`config.mk`:
```
export PLATFORM = sky130hd
export DESIGN_NAME = tex_write_ctrl_flat
export DESIGN_NICKNAME = d
export VERILOG_FILES = /design/src/rtl/tex_pkg.sv /design/src/rtl/tex_write_ctrl_if.sv /design/src/rtl/tex_write_ctrl.sv /design/src/flat_wrapper.sv
export SDC_FILE = /design/constraint.sdc
export NUM_CORES = 1
export LEC_CHECK = 0
export ABC_CLOCK_PERIOD_IN_PS = 5500
export CAP_MARGIN = 20
export CORE_MARGIN = 4
export CORE_UTILIZATION = 52
export DETAILED_ROUTE_END_ITERATION = 10
export PLACE_DENSITY = 0.93
export SLEW_MARGIN = 20
export SYNTH_ARGS = -nofsm -noshare
export SYNTH_HDL_FRONTEND = slang
export SYNTH_SLANG_ARGS = --single-unit
```
`constraint.sdc`:
```
create_clock -name clk -period 5.5 [get_ports clk]
set_input_delay 0.55 -clock clk [delete_from_list [all_inputs] [get_ports clk]]
set_output_delay 0.55 -clock clk [all_outputs]
set_load 0.02 [all_outputs]
```
`src/rtl/tex_pkg.sv`:
```
// Shared texture-memory definitions: write-sequencer states, byte payload, BRAM geometry.
package tex_pkg;

  localparam int unsigned TEX_ADDR_W   = 13;
  localparam int unsigned TEX_NUM_BRAM = 8;
  localparam logic [7:0]  TEX_BRAM_CFG = 8'b00100101;

  typedef enum logic [1:0] {
    ST_IDLE    = 2'd0,
    ST_STROBE  = 2'd1,
    ST_HOLD    = 2'd2,
    ST_ADVANCE = 2'd3
  } tex_state_e;

  typedef struct packed {
    logic       last;
    logic [7:0] data;
  } tex_byte_t;

  // One-hot write strobe for the BRAM selected by the top three address bits.
  function automatic logic [TEX_NUM_BRAM-1:0] bank_onehot(input logic [2:0] bank);
    bank_onehot       = '0;
    bank_onehot[bank] = 1'b1;
  endfunction

endpackage

```
`src/rtl/tex_write_ctrl_if.sv`:
```
// Host-loader stream, write-pointer control and BRAM write bus of tex_write_ctrl.
// Carries the optional csum output when TEX_WRITE_CSUM_EN is defined.
interface tex_write_ctrl_if
  import tex_pkg::*;
#(
  parameter int unsigned ADDR_W = TEX_ADDR_W
) ();

  logic                    start;
  logic [ADDR_W-1:0]       start_addr;
  logic                    blank;
  logic                    s_valid;
  logic                    s_ready;
  logic [7:0]              s_data;
  logic                    s_last;
  logic [7:0]              waddr;
  logic [1:0]              wsel;
  logic [7:0]              wdata;
  logic [TEX_NUM_BRAM-1:0] strobe;
  logic                    busy;
  logic                    done;
  logic                    wrapped;
`ifdef TEX_WRITE_CSUM_EN
  logic [7:0]              csum;

  modport master (
    output start, start_addr, blank, s_valid, s_data, s_last,
    input  s_ready, waddr, wsel, wdata, strobe, busy, done, wrapped, csum
  );

  modport slave (
    input  start, start_addr, blank, s_valid, s_data, s_last,
    output s_ready, waddr, wsel, wdata, strobe, busy, done, wrapped, csum
  );
`else
  modport master (
    output start, start_addr, blank, s_valid, s_data, s_last,
    input  s_ready, waddr, wsel, wdata, strobe, busy, done, wrapped
  );

  modport slave (
    input  start, start_addr, blank, s_valid, s_data, s_last,
    output s_ready, waddr, wsel, wdata, strobe, busy, done, wrapped
  );
`endif

endinterface

```
`src/rtl/tex_write_ctrl.sv`:
```
// Blanking-gated write sequencer: one stream byte -> strobe / hold / advance on the texture BRAMs.
// Optional running byte checksum output enabled by TEX_WRITE_CSUM_EN.
module tex_write_ctrl
  import tex_pkg::*;
#(
  parameter int unsigned ADDR_W        = TEX_ADDR_W,
  parameter int unsigned STROBE_CYCLES = 2,
  parameter int unsigned HOLD_CYCLES   = 2
) (
  input  logic             clk,
  input  logic             rst_n,
  tex_write_ctrl_if.slave  bus
);

  localparam int unsigned CNT_MAX = (STROBE_CYCLES > HOLD_CYCLES) ? STROBE_CYCLES : HOLD_CYCLES;
  localparam int unsigned CNT_W   = $clog2(CNT_MAX + 1);

  tex_state_e              state_q, state_d;
  logic [CNT_W-1:0]        cnt_q, cnt_d;
  logic [ADDR_W-1:0]       ptr_q, ptr_d;
  tex_byte_t               wbyte_q, wbyte_d;
  logic [TEX_NUM_BRAM-1:0] strobe_q, strobe_d;
  logic                    busy_q, busy_d;
  logic                    done_q, done_d;
  logic                    wrapped_q, wrapped_d;
  logic                    s_ready_c;
  logic                    accept_c;
`ifdef TEX_WRITE_CSUM_EN
  logic [7:0]              csum_q, csum_d;
`endif

  // Ready depends only on state, blank and reset: never on s_valid.
  assign s_ready_c = rst_n && bus.blank && (state_q == ST_IDLE);
  assign accept_c  = s_ready_c && bus.s_valid;

  // Next-state, pointer and registered-output logic.
  always_comb begin
    state_d   = state_q;
    cnt_d     = cnt_q;
    ptr_d     = ptr_q;
    wbyte_d   = wbyte_q;
    wrapped_d = wrapped_q;
`ifdef TEX_WRITE_CSUM_EN
    csum_d    = csum_q;
`endif

    unique case (state_q)
      ST_IDLE: begin
        if (bus.start) begin
          ptr_d     = bus.start_addr;
          wrapped_d = 1'b0;
`ifdef TEX_WRITE_CSUM_EN
          csum_d    = 8'h00;
`endif
        end
        if (accept_c) begin
          wbyte_d.data = bus.s_data;
          wbyte_d.last = bus.s_last;
          cnt_d        = '0;
          state_d      = ST_STROBE;
`ifdef TEX_WRITE_CSUM_EN
          csum_d       = 8'(csum_d + bus.s_data);
`endif
        end
      end
      ST_STROBE: begin
        if (cnt_q == CNT_W'(STROBE_CYCLES - 1)) begin
          cnt_d   = '0;
          state_d = ST_HOLD;
        end else begin
          cnt_d   = CNT_W'(cnt_q + 1'b1);
        end
      end
      ST_HOLD: begin
        if (cnt_q == CNT_W'(HOLD_CYCLES - 1)) begin
          cnt_d   = '0;
          state_d = ST_ADVANCE;
        end else begin
          cnt_d   = CNT_W'(cnt_q + 1'b1);
        end
      end
      ST_ADVANCE: begin
        ptr_d = ADDR_W'(ptr_q + 1'b1);
        if (&ptr_q) begin
          wrapped_d = 1'b1;
        end
        state_d = ST_IDLE;
      end
      default: state_d = ST_IDLE;
    endcase

    // Outputs are registered from the upcoming state so they align with it.
    strobe_d = (state_d == ST_STROBE) ? bank_onehot(ptr_d[ADDR_W-1 -: 3]) : '0;
    busy_d   = (state_d != ST_IDLE);
    done_d   = (state_d == ST_ADVANCE) && wbyte_d.last;
  end

  // State and output registers, synchronous active-low reset.
  always_ff @(posedge clk) begin
    if (!rst_n) begin
      state_q   <= ST_IDLE;
      cnt_q     <= '0;
      ptr_q     <= '0;
      wbyte_q   <= '0;
      strobe_q  <= '0;
      busy_q    <= 1'b0;
      done_q    <= 1'b0;
      wrapped_q <= 1'b0;
`ifdef TEX_WRITE_CSUM_EN
      csum_q    <= 8'h00;
`endif
    end else begin
      state_q   <= state_d;
      cnt_q     <= cnt_d;
      ptr_q     <= ptr_d;
      wbyte_q   <= wbyte_d;
      strobe_q  <= strobe_d;
      busy_q    <= busy_d;
      done_q    <= done_d;
      wrapped_q <= wrapped_d;
`ifdef TEX_WRITE_CSUM_EN
      csum_q    <= csum_d;
`endif
    end
  end

  assign bus.s_ready = s_ready_c;
  assign bus.waddr   = ptr_q[7:0];
  assign bus.wsel    = ptr_q[9:8];
  assign bus.wdata   = wbyte_q.data;
  assign bus.strobe  = strobe_q;
  assign bus.busy    = busy_q;
  assign bus.done    = done_q;
  assign bus.wrapped = wrapped_q;
`ifdef TEX_WRITE_CSUM_EN
  assign bus.csum    = csum_q;
`endif

endmodule
```
`src/flat_wrapper.sv`:
```
// flat-port wrapper written by rule: the top's interface ports become plain ports
module tex_write_ctrl_flat import tex_pkg::*;
#(
  parameter int unsigned ADDR_W        = TEX_ADDR_W,
  parameter int unsigned STROBE_CYCLES = 2,
  parameter int unsigned HOLD_CYCLES   = 2
)
  (clk, rst_n, bus_start, bus_start_addr, bus_blank, bus_s_valid, bus_s_data, bus_s_last, bus_s_ready, bus_waddr, bus_wsel, bus_wdata, bus_strobe, bus_busy, bus_done, bus_wrapped);
  tex_write_ctrl_if #(.ADDR_W(ADDR_W)) bus_i ();
  input  logic clk;
  input  logic rst_n;
  input wire logic [$bits(bus_i.start)-1:0] bus_start;
  input wire logic [$bits(bus_i.start_addr)-1:0] bus_start_addr;
  input wire logic [$bits(bus_i.blank)-1:0] bus_blank;
  input wire logic [$bits(bus_i.s_valid)-1:0] bus_s_valid;
  input wire logic [$bits(bus_i.s_data)-1:0] bus_s_data;
  input wire logic [$bits(bus_i.s_last)-1:0] bus_s_last;
  output wire logic [$bits(bus_i.s_ready)-1:0] bus_s_ready;
  output wire logic [$bits(bus_i.waddr)-1:0] bus_waddr;
  output wire logic [$bits(bus_i.wsel)-1:0] bus_wsel;
  output wire logic [$bits(bus_i.wdata)-1:0] bus_wdata;
  output wire logic [$bits(bus_i.strobe)-1:0] bus_strobe;
  output wire logic [$bits(bus_i.busy)-1:0] bus_busy;
  output wire logic [$bits(bus_i.done)-1:0] bus_done;
  output wire logic [$bits(bus_i.wrapped)-1:0] bus_wrapped;
  assign bus_i.start = bus_start;
  assign bus_i.start_addr = bus_start_addr;
  assign bus_i.blank = bus_blank;
  assign bus_i.s_valid = bus_s_valid;
  assign bus_i.s_data = bus_s_data;
  assign bus_i.s_last = bus_s_last;
  assign bus_s_ready = bus_i.s_ready;
  assign bus_waddr = bus_i.waddr;
  assign bus_wsel = bus_i.wsel;
  assign bus_wdata = bus_i.wdata;
  assign bus_strobe = bus_i.strobe;
  assign bus_busy = bus_i.busy;
  assign bus_done = bus_i.done;
  assign bus_wrapped = bus_i.wrapped;
  tex_write_ctrl #(.ADDR_W(ADDR_W), .STROBE_CYCLES(STROBE_CYCLES), .HOLD_CYCLES(HOLD_CYCLES)) u_core (.clk(clk), .rst_n(rst_n), .bus(bus_i));
endmodule
```
==> results.py, run 1 <==
metrics = {
    "run_status": {
        "status": "finished clean",
    },
    "route": {
        "viasPerCell": 5.58,
        "ant_nets": 0,
        "dr.first_iter.drc_count": 119,
        "wirelength_mm": 4.77,
        "dr_total_vias": 1887,
        "drc": 0,
        "wire_per_inst_um": 14.1,
        "dr.pass1.iters": 6,
    },
    "power": {
        "pwr-share-clk_pct": 37.6,
        "p_int_uw": 483,
        "peakVddDrop_mv": 0.209,
        "p_comb_share_pct": 17.7,
        "pwr_density_cell_mw_per_mm2": 253,
        "p_leak_nw": 0.914,
        "seqPwrFrac_pct": 44.8,
        "p_sw_uw": 176,
        "total_power_uw": 660,
        "switching_share_pct": 26.7,
    },
    "worst_setup_path": {
        "crit_type": "reg2out",
        "cp_slowest_cell": "clkdlybuf4s50_1",
        "cp_cell_sequence": "inv_1 -> ha_1 -> and3_1 -> clkdlybuf4s50_1",
        "arrival_ns": 2.10,
        "timing.rr.end": "u_core.bus.busy",
        "crit_family": "buffers and inverters",
        "crit_path_max_incr_delay_ns": 0.62,
        "worstPathRequired_ns": 4.95,
        "reg2reg_slack_ns": 3.26,
        "cp_num_buf_inv": 2,
        "cp.depth": 4,
        "r2r.worst_path.cells": 7,
        "crit_path_start_kind": "register",
        "r2r_start": "u_core.state_q[0]",
        "crit_path_end_kind": "output port",
        "cp_max_fo": 11,
    },
    "clock_network": {
        "cts.sinks": 37,
        "cts_tree": "done",
        "ctsRootBufferMaster": "clkbuf_8",
        "post_cts_buffers": 0,
        "path_clk_slew_ns": 0.07,
        "cts_buffers": 5,
        "insertion_delay_ns": 0.29,
        "htreeDepth": 2,
        "cts_hold_buf": 0,
        "cts_resized": 0,
        "clk_path_buf_depth": 2,
    },
    "yosys": {
        "synthTopCellsByCount": "42 x nand2_1, 37 x dfxtp_1, 21 x buf_4, 17 x a21oi_1, 16 x o21ai_0",
        "yosysWarnings": 0,
        "async_flop_share_pct": 0,
        "ys_top_cells_by_area": "dfxtp_1 35%, buf_4 7.6%, nand2_1 7.6%, a21oi_1 4.1%, o21ai_0 3.8%",
        "yosysMostFrequentCell": "nand2_1",
        "syn-instance-count": 259,
        "ys_seq_area_share_pct": 35.5,
        "synth_edf_count": 0,
        "yosysTopAreaCellShare_pct": 35.5,
        "synth_top_cell_by_area": "dfxtp_1",
        "syn_nets": 292,
        "synth_ff_type": "dfxtp_1",
        "synth_seq_cells": 37,
        "syn_area_per_cell_um2": 8.06,
        "ys_types": 47,
        "netlist_area_mm2": 0.00209,
    },
    "global_routing": {
        "grt_use_total_pct": 19.0,
        "grt_pass1_wl_mm": 7.87,
        "antenna_found_initial": 0,
        "grt.overflow.total": 0,
        "grt_pass1_vias": 1719,
        "grt_max_degree": 23,
    },
    "timing": {
        "setup_viol": 0,
        "rsz0062_at_grt": "no",
        "fmax_ghz": 0.378,
        "slew_violations": 0,
        "skew_ns": 0.00370,
        "fin_setup_tns_ns": 0,
        "final_hold_viol_count": 0,
        "worst_slew_pin_slew_ns": 0.788,
        "slew_headroom_pct": 47.3,
        "finalCritPeriodShare_pct": 48.1,
        "period_needed_ns": 2.65,
    },
    "floorplanning": {
        "die_h_um": 71.4,
        "core_mm2": 0.00377,
        "die_w_um": 71.4,
        "row_count": 22,
        "die_area_mm2": 0.00509,
        "start_util_pct": 55.3,
        "io_pins": 57,
    },
    "placement": {
        "place_congestion": 0.787,
        "portBuffers": 56,
        "dp_hpwl_mm": 3.44,
        "dp.cells": 330,
    },
    "final_layout": {
        "area_growth_pct": 24.9,
        "antennaDiodeCount": 0,
        "fin_nets": 322,
        "finalNonFillerCells": 338,
        "layout-drive-gt1-share_pct": 7.24,
    },
    "min_path": {
        "hp-start": "u_core.bus.wdata[0]",
        "hold_path_depth": 2,
        "min_path_type": "reg2reg",
        "holdPathEnd": "u_core.bus.wdata[0]",
    },
    "flow_run": {
        "maxCapViolCount": 0,
    },
}
layout by cell type, fill, tap and decap left out, types with 4 or more instances in the layout:
cell type	count
a21oi_1	17
a31oi_1	5
and2_1	8
and3_1	6
clkbuf_8	6
clkdlybuf4s50_1	56
dfxtp_1	37
ha_1	6
inv_1	5
nand2_1	42
nand3_1	8
nor2_1	15
nor2b_1	4
nor3_1	7
o21ai_0	16
routing by layer:
layer | wire length (um) | vias to the layer above | share of wire [%] | track usage, %
met3 | 293 | 8 | 6.1 | 5.61
met5 | 0 | - | 0 | 0
met2 | 2250 | 59 | 47 | 30.1
met1 | 2150 | 875 | 45 | 24.8
met4 | 79 | 0 | 1.7 | 6.05
li1 | - | 945 | - | -
cell families (layout without fill, tap and decap cells):
family	after synthesis	after routing	synth area share, %
AOI/OAI and AO/OA	60	60	19.3
and+or+nand+nor	118	118	30.1
adders and majority gates	6	6	3.60
buffers and inverters	38	69	11.5
DFF	37	37	35.5
per-stage QoR:
stage                     hold WS, ns  utilization [%]  worst slack (ns)  area (um2)
after floorplan                 0.432                -              3.65        2090
after global placement          0.441             65.9              2.96        2490
after detailed placement        0.445             65.9              2.94        2490
after CTS                       0.456             69.1              2.86        2610
after global routing            0.479             69.1              2.73        2610
final                           0.454             69.1              2.85        2610
sequential cells by signal, indices dropped and copies added, names as in the netlist:
| signal | cells |
|---|---|
| u_core.wbyte_q | 1 |
| u_core.bus.done | 1 |
| u_core.bus.busy | 1 |
| u_core.ptr_q | 13 |
| u_core.state_q | 2 |
| u_core.cnt_q | 2 |
| u_core.bus.wrapped | 1 |
| u_core.bus.wdata | 8 |
| u_core.bus.strobe | 8 |
power by group through the flow:
stage / registers (mW) / logic, mW / clock network (mW)
6_report: 0.295 / 0.117 / 0.248
5_1_grt: 0.298 / 0.126 / 0.262
4_1_cts: 0.295 / 0.117 / 0.249
3_5_place_dp: 0.301 / 0.117 / 0
3_3_place_gp: 0.300 / 0.114 / 0
2_1_floorplan: 0.299 / 0.0809 / 0
how the worst max path moves through the flow:
stage / start / to / slack [ns]
floorplan: u_core.state_q[0] / u_core.bus.done / 3.65
global placement: rst_n / bus_s_ready / 2.96
detailed placement: rst_n / bus_s_ready / 2.94
CTS: u_core.state_q[0] / bus_s_ready / 2.86
global route: u_core.state_q[0] / bus_s_ready / 2.73
finish: u_core.state_q[0] / bus_s_ready / 2.85
cell type report:
cell class	count	area [um2]
Clock inverter	2	37.5
Timing Repair Buffer	56	561
Multi-Input combinational cell	184	1110
Fill cell	300	1160
Sequential cell	37	741
Inverter	5	18.8
Tap cell	48	60.1
Clock buffer	6	82.6
tightest hold or removal path, stage by stage, from the launching register on:
cell	delay (ns)
dfxtp_1	0.31
nand2_1	0.05
a21oi_1	0.05
Power figures use the tool's default switching activity.
==> run 2: changes to the inputs <==
- ABC_CLOCK_PERIOD_IN_PS: 5500 -> 2300
- CORE_UTILIZATION: 52 -> 43
- PLACE_DENSITY: 0.93 -> 0.83
- clock period: 5.5 -> 2.3 ns (I/O delays scaled with it)
==> results.py, run 2 (same netlist as run 1, synthesis figures left out) <==
metrics = {
    "run_status": {
        "status": "finished clean",
    },
    "power": {
        "pwr-share-clk_pct": 31.2,
        "p_leak_nw": 0.936,
        "switching_share_pct": 27.5,
        "p_sw_uw": 399,
        "pwr_density_cell_mw_per_mm2": 547,
        "seqPwrFrac_pct": 48.7,
        "p_comb_share_pct": 20.1,
        "p_int_mw": 1.05,
        "peakVddDrop_mv": 0.210,
    },
    "worst_setup_path": {
        "cp_cell_sequence": "inv_1 -> ha_1 -> and3_1 -> clkdlybuf4s50_1",
        "cp_max_fo": 6,
        "cp_num_buf_inv": 2,
        "crit_path_start": "u_core.state_q[0]",
        "worstPathRequired_ns": 2.07,
        "crit_type": "reg2out",
        "r2r_start": "u_core.state_q[0]",
        "cp_slowest_cell": "clkdlybuf4s50_1",
        "crit_path_end_kind": "output port",
        "crit_path_max_incr_delay_ns": 0.61,
        "arrival_ns": 1.91,
        "crit_family": "buffers and inverters",
        "crit_path_start_kind": "register",
    },
    "floorplanning": {
        "die_h_um": 77.7,
        "die_w_um": 77.7,
        "io_pins": 57,
        "die_area_mm2": 0.00603,
        "start_util_pct": 44.2,
        "row_count": 25,
        "core_mm2": 0.00472,
    },
    "clock_network": {
        "post_cts_buffers": 0,
        "path_clk_slew_ns": 0.07,
        "cts.sinks": 37,
        "insertion_delay_ns": 0.29,
        "htreeDepth": 2,
        "clk_path_buf_depth": 2,
        "cts_tree": "done",
        "cts_buffers": 5,
        "ctsRootBufferMaster": "clkbuf_8",
    },
    "placement": {
        "portBuffers": 56,
        "dp_hpwl_mm": 3.58,
        "dp.cells": 356,
        "place_congestion": 0.808,
    },
    "route": {
        "wire_per_inst_um": 13.4,
        "drc": 0,
        "ant_nets": 0,
        "wirelength_mm": 4.86,
        "viasPerCell": 5.39,
        "highest_layer": "met4",
        "dr_total_vias": 1955,
        "wl_met3_um": 318,
        "wl_met1_mm": 2.12,
        "dr_wl_met2_mm": 2.31,
        "dr.first_iter.drc_count": 103,
        "dr.pass1.iters": 4,
    },
    "final_layout": {
        "fin_nets": 329,
        "largest_reg_flops": 13,
        "top_register": "u_core.ptr_q",
        "final_common_cell": "clkdlybuf4s50_1",
        "antennaDiodeCount": 0,
        "final_cell_mix": "56 x clkdlybuf4s50_1, 42 x nand2_1, 37 x dfxtp_1",
        "finalNonFillerCells": 363,
        "fin_util_pct": 56.1,
        "area_growth_pct": 26.9,
        "layout-drive-gt1-share_pct": 9.12,
    },
    "timing": {
        "finalCritPeriodShare_pct": 93.0,
        "period_needed_ns": 2.14,
        "fin_setup_tns_ns": 0,
        "slew_headroom_pct": 67.2,
        "skew_ns": 0.00782,
        "worst_slew_pin_slew_ns": 0.492,
        "slew_violations": 0,
        "final_hold_viol_count": 0,
        "setup_viol": 0,
        "rsz0062_at_grt": "no",
        "fmax_ghz": 0.467,
    },
    "global_routing": {
        "grt_use_total_pct": 16.5,
        "antenna_found_initial": 0,
        "grt_pass1_wl_mm": 8.02,
        "grt_pass1_vias": 1715,
        "grt_max_degree": 16,
        "grt.overflow.total": 0,
    },
    "min_path": {
        "hp-start": "u_core.bus.wdata[6]",
        "min_path_type": "reg2reg",
    },
    "flow_run": {
        "maxCapViolCount": 0,
    },
}
[run 2: layout make-up]
class	count	area (um2)
Tap cell	67	83.8
Fill cell	445	2070
Inverter	5	18.8
Timing Repair Buffer	63	613
Multi-Input combinational cell	184	1110
Clock buffer	7	86.3
Sequential cell	37	741
[run 2: worst min-delay path, stage by stage, from the launching register on]
cell     delay (ns)
dfxtp_1        0.31
nand2_1        0.05
a21oi_1        0.05
[run 2: path summary, 6_finish.rpt]
path | end | slack (ns) | cells past startpoint
min reg2reg | u_core.bus.wdata[6] | 0.45 | 2
min | u_core.bus.wdata[6] | 0.45 | 2
max reg2reg | u_core.bus.strobe[6] | 0.18 | 7
max | bus_s_ready | 0.16 | 4
[run 2: power by group through the flow]
stage | combinational (mW) | clock, mW | sequential, mW
2_1_floorplan | 0.193 | 0 | 0.714
3_3_place_gp | 0.285 | 0 | 0.719
3_5_place_dp | 0.289 | 0 | 0.719
4_1_cts | 0.292 | 0.461 | 0.705
5_1_grt | 0.318 | 0.487 | 0.712
6_report | 0.291 | 0.452 | 0.705
[run 2: per-stage QoR]
step	power, mW	setup slack [ns]	hold slack [ns]	cell area, um2
2_1_floorplan	0.908	0.450	0.348	2090
3_3_place_gp	1.00	0.324	0.442	2560
3_5_place_dp	1.01	0.225	0.448	2560
4_1_cts	1.46	0.157	0.458	2650
5_1_grt	1.52	0.0205	0.482	2650
6_report	1.45	0.161	0.455	2650
[run 2: routing by layer]
layer / GRT usage (%) / up-vias
met4: 5.87 / 0
met2: 26.8 / 80
met3: 4.64 / 14
li1: - / 962
met5: 0 / -
met1: 20.7 / 899
[run 2: repair_timing]
item                       CTS  global route
setup endpoints to repair    0             1
hold buffers                 0             0
resized for setup            0             1
==> run 3: changes to the inputs <==
- CORE_MARGIN: 4 -> not set
- REMOVE_ABC_BUFFERS: not set -> 1
==> results.py, run 3 (same netlist as run 1, synthesis figures left out) <==
metrics = {
    "timing": {
        "rsz0062_at_grt": "no",
        "finalCritPeriodShare_pct": 93.0,
        "holdWs_ns": 0.457,
        "period_needed_ns": 2.14,
        "slew_violations": 0,
        "setup_viol": 0,
        "final_hold_viol_count": 0,
        "fin_setup_tns_ns": 0,
        "setup_slack_ns": 0.162,
        "slew_headroom_pct": 63.2,
        "worst_slew_pin_slew_ns": 0.551,
        "skew_ns": 0.0110,
        "fmax_ghz": 0.468,
    },
    "final_layout": {
        "final_cell_mix": "56 x clkdlybuf4s50_1, 42 x nand2_1, 37 x dfxtp_1",
        "antennaDiodeCount": 0,
        "final_common_cell": "clkdlybuf4s50_1",
        "area_growth_pct": 28.4,
        "finalNonFillerCells": 351,
        "fin_nets": 331,
        "fillers": 417,
        "largest_reg_flops": 13,
        "top_register": "u_core.ptr_q",
        "fin_util_pct": 59.5,
        "multi_input_area_mm2": 0.00111,
        "seqCellArea_um2": 741,
        "layout-drive-gt1-share_pct": 10.0,
    },
    "placement": {
        "place_congestion": 0.827,
        "pre_cts_ws_ns": 0.236,
        "portBuffers": 56,
        "dp_hpwl_mm": 3.40,
        "dp.cells": 343,
    },
    "global_routing": {
        "grt_pass1_wl_mm": 8.09,
        "grt.overflow.total": 0,
        "grt_pass1_vias": 1758,
        "grt_use_total_pct": 19.9,
        "antenna_found_initial": 0,
        "grt_max_degree": 17,
    },
    "route": {
        "dr.pass1.iters": 4,
        "dr_total_vias": 1950,
        "wirelength_mm": 4.85,
        "dr.first_iter.drc_count": 68,
        "ant_nets": 0,
        "viasPerCell": 5.56,
        "wire_per_inst_um": 13.8,
        "drc": 0,
    },
    "run_status": {
        "status": "finished clean",
    },
    "floorplanning": {
        "io_pins": 57,
        "die_w_um": 71.7,
        "core_mm2": 0.00450,
        "start_util_pct": 46.3,
        "die_area_mm2": 0.00514,
        "row_count": 24,
        "die_h_um": 71.7,
    },
    "clock_network": {
        "cts_resized": 0,
        "insertion_delay_ns": 0.30,
        "cts_hold_buf": 0,
        "clk_path_buf_depth": 2,
        "post_cts_buffers": 0,
        "cts_tree": "done",
        "htreeDepth": 2,
        "ctsRootBufferMaster": "clkbuf_8",
        "cts.sinks": 37,
        "cts_buffers": 5,
        "path_clk_slew_ns": 0.07,
    },
    "worst_setup_path": {
        "reg2reg_slack_ns": 0.17,
        "crit_family": "buffers and inverters",
        "r2r_start": "u_core.state_q[0]",
        "crit_path_start": "u_core.state_q[0]",
        "crit_path_max_incr_delay_ns": 0.62,
        "crit_path_end_kind": "output port",
        "worstPathRequired_ns": 2.07,
        "cp_num_buf_inv": 2,
        "crit_type": "reg2out",
        "cp.depth": 4,
        "cp_cell_sequence": "inv_1 -> ha_1 -> and3_1 -> clkdlybuf4s50_1",
        "crit_path_end": "bus_s_ready",
        "arrival_ns": 1.91,
        "timing.rr.end": "u_core.bus.strobe[6]",
        "crit_path_start_kind": "register",
        "cp_slowest_cell": "clkdlybuf4s50_1",
        "cp_max_fo": 6,
        "r2r.worst_path.cells": 6,
    },
    "power": {
        "pwr-share-clk_pct": 37.1,
        "p_leak_nw": 0.958,
        "p_sw_uw": 421,
        "seqPwrFrac_pct": 44.5,
        "peakVddDrop_mv": 0.350,
        "switching_share_pct": 26.5,
        "pwr_density_cell_mw_per_mm2": 593,
        "p_int_mw": 1.17,
        "p_comb_share_pct": 18.4,
    },
    "flow_run": {
        "maxCapViolCount": 0,
    },
    "min_path": {
        "min_path_type": "reg2reg",
    },
}
## run 3: per-stage QoR
stage	power, mW	instance area (um2)
2_1_floorplan	0.867	1870
5_1_grt	1.66	2680
3_5_place_dp	1.01	2560
3_3_place_gp	1.00	2560
6_report	1.59	2680
4_1_cts	1.59	2680
## run 3: power groups by stage
stage | Sequential, mW | Clock (mW) | Combinational, mW
2_1_floorplan | 0.740 | 0 | 0.127
4_1_cts | 0.706 | 0.596 | 0.291
3_5_place_dp | 0.719 | 0 | 0.290
5_1_grt | 0.711 | 0.632 | 0.320
3_3_place_gp | 0.718 | 0 | 0.286
6_report | 0.706 | 0.589 | 0.292
## run 3: how the worst min path moves through the flow
stage / start / endpoint / slack, ns / cells past startpoint
after floorplan: rst_n / u_core.cnt_q[0] / 0.35 / 1
after global placement: u_core.bus.wdata[0] / u_core.bus.wdata[0] / 0.44 / 2
after detailed placement: u_core.bus.wdata[7] / u_core.bus.wdata[7] / 0.45 / 2
after CTS: u_core.bus.wdata[7] / u_core.bus.wdata[7] / 0.46 / 2
after global routing: u_core.bus.wdata[6] / u_core.bus.wdata[6] / 0.48 / 2
final: u_core.bus.wdata[4] / u_core.bus.wdata[4] / 0.46 / 2
## run 3: layer usage
layer,vias up,part of all wire [%],wire length [um],track usage (%)
met2,65,45,2200,31.1
met5,-,0,0,0
met1,907,46,2250,26.3
li1,969,-,-,-
met4,0,1.9,90,8.28
met3,9,6.6,319,4.78
## run 3: cell type report
class / count / share of cell area [%]
repair buffers: 65 / 23.4
flip-flops and latches: 37 / 27.7
inverters: 5 / 0.701
clock buffers: 6 / 3.08
clock inverters: 2 / 1.40
multi-input cells: 184 / 41.3
well taps: 52 / 2.43
## run 3: worst register-to-register path: stages, from the launching register on
cell	delay, ns
dfxtp_1	0.43
inv_1	0.13
ha_1	0.44
nor4b_1	0.51
a211oi_2	0.21
or2_1	0.27
nor2_1	0.10
